`src/rtl/ecc_ctrl_pkg.sv`:
```
// Shared types and defaults for the ECC host/core sequencer.
package ecc_ctrl_pkg;

  localparam int unsigned DEF_WIDTH   = 32;
  localparam int unsigned DEF_TIMEOUT = 4096;

  localparam logic MODE_PA  = 1'b0;
  localparam logic MODE_PAB = 1'b1;

  typedef enum logic [2:0] {
    ST_IDLE,
    ST_LOAD0,
    ST_LOAD1,
    ST_START,
    ST_WAIT,
    ST_OUT
  } state_t;

endpackage

```
`src/rtl/ecc_shift_reg.sv`:
```
// Parameterized shift register: parallel load, MSB-first serial in/out.
module ecc_shift_reg #(
  parameter int unsigned WIDTH = 32
) (
  input  logic             clk,
  input  logic             rst,
  input  logic             load,
  input  logic [WIDTH-1:0] load_data,
  input  logic             shift_en,
  input  logic             serial_in,
  output logic [WIDTH-1:0] q,
  output logic             serial_out
);

  always_ff @(posedge clk or posedge rst) begin
    if (rst) begin
      q <= '0;
    end else if (load) begin
      q <= load_data;
    end else if (shift_en) begin
      q <= {q[WIDTH-2:0], serial_in};
    end
  end

  assign serial_out = q[WIDTH-1];

endmodule

```
`src/rtl/ecc_ctrl.sv`:
```
// Sequencer between the bit-serial host interface and the parallel ECC core:
// deserializes operands, starts the core under a watchdog, serializes results.
module ecc_ctrl
  import ecc_ctrl_pkg::*;
#(
  parameter int unsigned WIDTH   = DEF_WIDTH,
  parameter int unsigned TIMEOUT = DEF_TIMEOUT
) (
  input  logic             clk,
  input  logic             rst,
  input  logic             i_p_a_valid,
  input  logic             i_pb_valid,
  input  logic             i_mode,
  input  logic             i_p,
  input  logic             i_x,
  input  logic             i_y,
  input  logic             i_a,
  input  logic             i_Pb,
  output logic             core_start,
  output logic             core_mode,
  output logic [WIDTH-1:0] core_p,
  output logic [WIDTH-1:0] core_gx,
  output logic [WIDTH-1:0] core_gy,
  output logic [WIDTH-1:0] core_k,
  input  logic             core_done,
  input  logic [WIDTH-1:0] core_rx,
  input  logic [WIDTH-1:0] core_ry,
  output logic             o_Pa_valid,
  output logic             o_x,
  output logic             o_y,
  output logic             o_Pab_valid,
  output logic             o_Pab,
  output logic             o_busy,
  output logic             o_err
);

  localparam int unsigned BC_W = $clog2(2 * WIDTH);
  localparam int unsigned OC_W = $clog2(WIDTH);
  localparam int unsigned WD_W = $clog2(TIMEOUT + 1);

  state_t state, state_nx;

  logic            pa_prev, pb_prev;
  logic            key_loaded;
  logic            mode_q;
  logic [BC_W-1:0] bit_cnt;
  logic [OC_W-1:0] out_cnt;
  logic [WD_W-1:0] wd_cnt;

  logic start_edge, go_load0, go_load1, key_err, wd_expire;
  logic cap0, cap1x, cap1y, res_load, res_shift;
  logic rx_msb, ry_msb;

  logic [3:0]       ser_unused;
  logic [WIDTH-1:0] rx_par_unused, ry_par_unused;

  always_ff @(posedge clk or posedge rst) begin
    if (rst) begin
      state <= ST_IDLE;
    end else begin
      state <= state_nx;
    end
  end

  always_comb begin
    start_edge  = 1'b0;
    go_load0    = 1'b0;
    go_load1    = 1'b0;
    key_err     = 1'b0;
    wd_expire   = 1'b0;
    cap0        = 1'b0;
    cap1x       = 1'b0;
    cap1y       = 1'b0;
    res_load    = 1'b0;
    res_shift   = 1'b0;
    o_Pa_valid  = 1'b0;
    o_Pab_valid = 1'b0;
    o_x         = 1'b0;
    o_y         = 1'b0;
    o_Pab       = 1'b0;
    o_busy      = (state != ST_IDLE);
    state_nx    = state;

    // Only the valid line chosen by i_mode can open a frame.
    if (state == ST_IDLE) begin
      if (i_mode == MODE_PAB) begin
        start_edge = i_pb_valid && !pb_prev;
      end else begin
        start_edge = i_p_a_valid && !pa_prev;
      end
    end
    go_load0  = start_edge && (i_mode == MODE_PA);
    go_load1  = start_edge && (i_mode == MODE_PAB) && key_loaded;
    key_err   = start_edge && (i_mode == MODE_PAB) && !key_loaded;
    wd_expire = (state == ST_WAIT) && !core_done && (wd_cnt == WD_W'(TIMEOUT - 1));

    cap0  = go_load0 || ((state == ST_LOAD0) && i_p_a_valid);
    cap1x = go_load1 || ((state == ST_LOAD1) && i_pb_valid && (bit_cnt < BC_W'(WIDTH)));
    cap1y = (state == ST_LOAD1) && i_pb_valid && (bit_cnt >= BC_W'(WIDTH));

    res_load  = (state == ST_WAIT) && core_done;
    res_shift = (state == ST_OUT);

    if (state == ST_OUT) begin
      o_Pa_valid  = (core_mode == MODE_PA);
      o_Pab_valid = (core_mode == MODE_PAB);
      o_x         = o_Pa_valid && rx_msb;
      o_y         = o_Pa_valid && ry_msb;
      o_Pab       = o_Pab_valid && rx_msb;
    end

    case (state)
      ST_IDLE: begin
        if (go_load0) begin
          state_nx = ST_LOAD0;
        end else if (go_load1) begin
          state_nx = ST_LOAD1;
        end
      end
      ST_LOAD0: begin
        if (!i_p_a_valid) begin
          state_nx = ST_IDLE;
        end else if (bit_cnt == BC_W'(WIDTH - 1)) begin
          state_nx = ST_START;
        end
      end
      ST_LOAD1: begin
        if (!i_pb_valid) begin
          state_nx = ST_IDLE;
        end else if (bit_cnt == BC_W'(2 * WIDTH - 1)) begin
          state_nx = ST_START;
        end
      end
      ST_START: state_nx = ST_WAIT;
      ST_WAIT: begin
        if (core_done) begin
          state_nx = ST_OUT;
        end else if (wd_expire) begin
          state_nx = ST_IDLE;
        end
      end
      ST_OUT: begin
        if (out_cnt == OC_W'(WIDTH - 1)) begin
          state_nx = ST_IDLE;
        end
      end
      default: state_nx = ST_IDLE;
    endcase
  end

  always_ff @(posedge clk or posedge rst) begin
    if (rst) begin
      pa_prev    <= 1'b0;
      pb_prev    <= 1'b0;
      key_loaded <= 1'b0;
      mode_q     <= MODE_PA;
      core_start <= 1'b0;
      core_mode  <= MODE_PA;
      o_err      <= 1'b0;
      bit_cnt    <= '0;
      out_cnt    <= '0;
      wd_cnt     <= '0;
    end else begin
      pa_prev    <= i_p_a_valid;
      pb_prev    <= i_pb_valid;
      o_err      <= key_err || wd_expire;
      core_start <= (state_nx == ST_START);

      if (start_edge) begin
        mode_q <= i_mode;
      end
      if (state_nx == ST_START) begin
        core_mode <= mode_q;
      end

      // A partial mode-0 load has already clobbered core_k.
      if (state == ST_LOAD0) begin
        if (state_nx == ST_START) begin
          key_loaded <= 1'b1;
        end else if (state_nx == ST_IDLE) begin
          key_loaded <= 1'b0;
        end
      end

      if (go_load0 || go_load1) begin
        bit_cnt <= BC_W'(1);
      end else if (((state == ST_LOAD0) || (state == ST_LOAD1)) && (state_nx == state)) begin
        bit_cnt <= bit_cnt + 1'b1;
      end else begin
        bit_cnt <= '0;
      end

      // The watchdog window includes the START cycle.
      if ((state == ST_START) || (state == ST_WAIT)) begin
        wd_cnt <= wd_cnt + 1'b1;
      end else begin
        wd_cnt <= '0;
      end

      if ((state == ST_OUT) && (state_nx == ST_OUT)) begin
        out_cnt <= out_cnt + 1'b1;
      end else begin
        out_cnt <= '0;
      end
    end
  end

  ecc_shift_reg #(.WIDTH(WIDTH)) u_p (
    .clk(clk), .rst(rst), .load(1'b0), .load_data('0),
    .shift_en(cap0), .serial_in(i_p),
    .q(core_p), .serial_out(ser_unused[0])
  );

  ecc_shift_reg #(.WIDTH(WIDTH)) u_gx (
    .clk(clk), .rst(rst), .load(1'b0), .load_data('0),
    .shift_en(cap0 || cap1x), .serial_in(cap1x ? i_Pb : i_x),
    .q(core_gx), .serial_out(ser_unused[1])
  );

  ecc_shift_reg #(.WIDTH(WIDTH)) u_gy (
    .clk(clk), .rst(rst), .load(1'b0), .load_data('0),
    .shift_en(cap0 || cap1y), .serial_in(cap1y ? i_Pb : i_y),
    .q(core_gy), .serial_out(ser_unused[2])
  );

  ecc_shift_reg #(.WIDTH(WIDTH)) u_k (
    .clk(clk), .rst(rst), .load(1'b0), .load_data('0),
    .shift_en(cap0), .serial_in(i_a),
    .q(core_k), .serial_out(ser_unused[3])
  );

  ecc_shift_reg #(.WIDTH(WIDTH)) u_rx (
    .clk(clk), .rst(rst), .load(res_load), .load_data(core_rx),
    .shift_en(res_shift), .serial_in(1'b0),
    .q(rx_par_unused), .serial_out(rx_msb)
  );

  ecc_shift_reg #(.WIDTH(WIDTH)) u_ry (
    .clk(clk), .rst(rst), .load(res_load), .load_data(core_ry),
    .shift_en(res_shift), .serial_in(1'b0),
    .q(ry_par_unused), .serial_out(ry_msb)
  );

endmodule
```
`config.mk`:
```
export PLATFORM = sky130hd
export DESIGN_NAME = ecc_ctrl
export DESIGN_NICKNAME = d
export VERILOG_FILES = /design/src/rtl/ecc_ctrl_pkg.sv /design/src/rtl/ecc_shift_reg.sv /design/src/rtl/ecc_ctrl.sv
export SDC_FILE = /design/constraint.sdc
export NUM_CORES = 1
export LEC_CHECK = 0
export CAP_MARGIN = 20
export CORE_UTILIZATION = 52
export CTS_BUF_LIST = sky130_fd_sc_hd__clkbuf_16
export CTS_CLUSTER_DIAMETER = 100
export DETAILED_ROUTE_END_ITERATION = 16
export HOLD_SLACK_MARGIN = 0.02
export PLACE_DENSITY_LB_ADDON = 0.12
export SYNTH_ARGS = -nofsm -noshare
export SYNTH_HDL_FRONTEND = slang
export SYNTH_HIERARCHICAL = 1
export SYNTH_SLANG_ARGS = --single-unit
```
`constraint.sdc`:
```
create_clock -name clk -period 2.21 [get_ports clk]
set_input_delay 0.3315 -clock clk [delete_from_list [all_inputs] [get_ports clk]]
set_output_delay 0.3315 -clock clk [all_outputs]
set_load 0.1 [all_outputs]
```
==> impl_metrics.json <==
{
  "max_freq_mhz": 477.8,
  "final_util": 0.6903,
  "cts_tree": "built",
  "routed_wl_um": 22540,
  "coreArea_mm2": 0.02036,
  "setup_ws_ps": 117.1,
  "hpwlAfterDp_um": 15320,
  "die_w_um": 146.6,
  "placed_cell_area_mm2": 0.01318,
  "fin_nets": 1424,
  "crit_fanout": 4,
  "fillers": 1618,
  "hold_viol_final": 0,
  "grt_start_max_net_pins": 65,
  "port_buffers": 211,
  "cp_cell_sequence": "buf_4 > or3_1 > buf_4",
  "max_stage_delay_ps": 440,
  "crit_arrival_ps": 1760,
  "fin_setup_tns_ps": 0,
  "final.min_clock_period_ps": 2093,
  "cp_data_required_time_ps": 1880,
  "setup_violations": 0,
  "r2r-end": "core_mode",
  "ant_nets": 0,
  "final.period_utilization": 0.9470,
  "numCtsBuffers": 26,
  "drv_cap": 0,
  "fin_worst_skew_ps": 14.22,
  "h-tree-depth": 1,
  "clockBufferDepth": 3,
  "avgSynthCellArea_um2": 10.73,
  "grt_pass1_vias": 7668,
  "antenna_cells": 0,
  "rsz0062_at_grt": "false",
  "crit_end": "o_busy",
  "viasPerCell": 4.854,
  "num_vias": 7927,
  "crit_start": "state[2]",
  "preCtsSetupSlack_ps": -6.253,
  "r2r_start": "out_cnt[0]",
  "drc": 0,
  "track_usage": 0.2107,
  "yosysWarnings": 6,
  "fp-row-count": 52,
  "cts.sinks": 226,
  "clk_pin_slew_ps": 60,
  "design.die.area_mm2": 0.02149,
  "fin_area_mm2": 0.01406,
  "crit_slowest_cell": "or3_1",
  "syn_to_final_growth_pct": 29.27,
  "wl_per_cell_um": 13.80,
  "synthCells": 1013,
  "finalMaxSlewViolations": 0,
  "die_h_um": 146.6,
  "leakage_uw": 0.006105,
  "gp_congestion": 0.7690,
  "hp-class": "input pin to flop",
  "vdd_drop_max_uv": 796.2,
  "cts_root_buffer": "clkbuf_16",
  "worstSetupPathType": "flop to output pin",
  "p_per_area_mw_per_mm2": 1270,
  "grt_pass1_wl_um": 37590,
  "syn_area_mm2": 0.01087,
  "firstDrtPassIters": 5,
  "status": "finished, final reports clean",
  "reg2regPathDepth": 8,
  "clock_latency_ps": 510,
  "drive_gt1_frac": 0.1812,
  "p_total_uw": 17860,
  "initialDrtViolationCount": 311,
  "antenna_found_initial": 0,
  "grt_overflow_total": 0,
  "start_util": 0.5340,
  "crit_path_end_kind": "output pin",
  "r2r_slack_ps": 220,
  "cp-start-kind": "flop",
  "critPathMostFrequentCell": "buf_4",
  "ios": 212
}
-- critical path, delay by kind of cell, from the launching register on --
kind,cells,cell delay (ps)
buffers and inverters,2,410
DFF,1,410
and+or+nand+nor,1,440
-- cells in the final DEF, fill, tap and decap left out, drive strengths merged, types with 3 or more instances in the layout --
cell type	instances
nor2b	5
ha	5
o21ai	199
clkbuf	27
nand3	8
nand4	3
xor2	11
mux2	3
clkdlybuf4s50	74
nor2	21
and3	4
inv	13
conb	134
xnor2	4
mux2i	193
buf	169
and2	4
a21oi	3
dfrtp	226
nand2	209
nor3	4
clkinv	17
nand2b	5
nor3b	4
or3	4
-- layer usage --
metal,wire length [um],share of wire,vias up,track usage
met5,0,0,-,0
met4,401,0.018,0,0.05417
met3,1278,0.057,32,0.04438
met2,10560,0.47,172,0.3403
met1,10300,0.46,3729,0.2894
li1,-,-,3994,-
-- flip-flops by register name, summed over array words and instances (netlist names), 6 cells and up --
register	count
bit_cnt	6
u_gx/q	32
u_gy/q	32
u_k/q	32
u_p/q	32
u_rx/q	32
u_ry/q	32
wd_cnt	13
-- area by class of cell --
type	instances	area [um2]	share of cell area
timing repair buffer	243	2185	0.1554
sequential	226	5659	0.4026
multi-input combinational	835	5012	0.3566
tap	270	337.8	0.02403
clock inverter	20	140.1	0.009969
clock buffer	27	675.6	0.04806
inverter	12	47.55	0.003382
-- metrics by stage --
step | hold WS (ps) | cells
2_1_floorplan | 362.9 | 1146
3_3_place_gp | 448.6 | 1580
3_5_place_dp | 458.1 | 1580
4_1_cts | 352.5 | 1628
5_1_grt | 380.7 | 1633
6_report | 371.5 | 1633
-- how the worst min path moves through the flow --
stage	from	end	slack, ps	depth (start not counted)
after floorplan	i_p_a_valid	pa_prev	360	0
after global placement	out_cnt[0]	out_cnt[0]	450	1
after detailed placement	out_cnt[0]	out_cnt[0]	460	1
after CTS	core_ry[26]	u_ry/q[26]	350	3
after global routing	core_ry[3]	u_ry/q[3]	380	3
final	core_ry[26]	u_ry/q[26]	370	3
-- report_power, final --
| group | switching [uW] | internal (uW) |
|---|---|---|
| clock network | 1610 | 2430 |
| logic | 5410 | 2500 |
| registers | 715 | 5200 |
| total | 7730 | 10100 |
-- timing repair --
item,4_1_cts,5_1_grt
gates resized for setup,5,1
hold buffers,0,0
pin swaps,1,0
setup buffers,1,5
endpoints found under the setup margin,4,3
No activity file was read; power rests on OpenSTA's default activity.
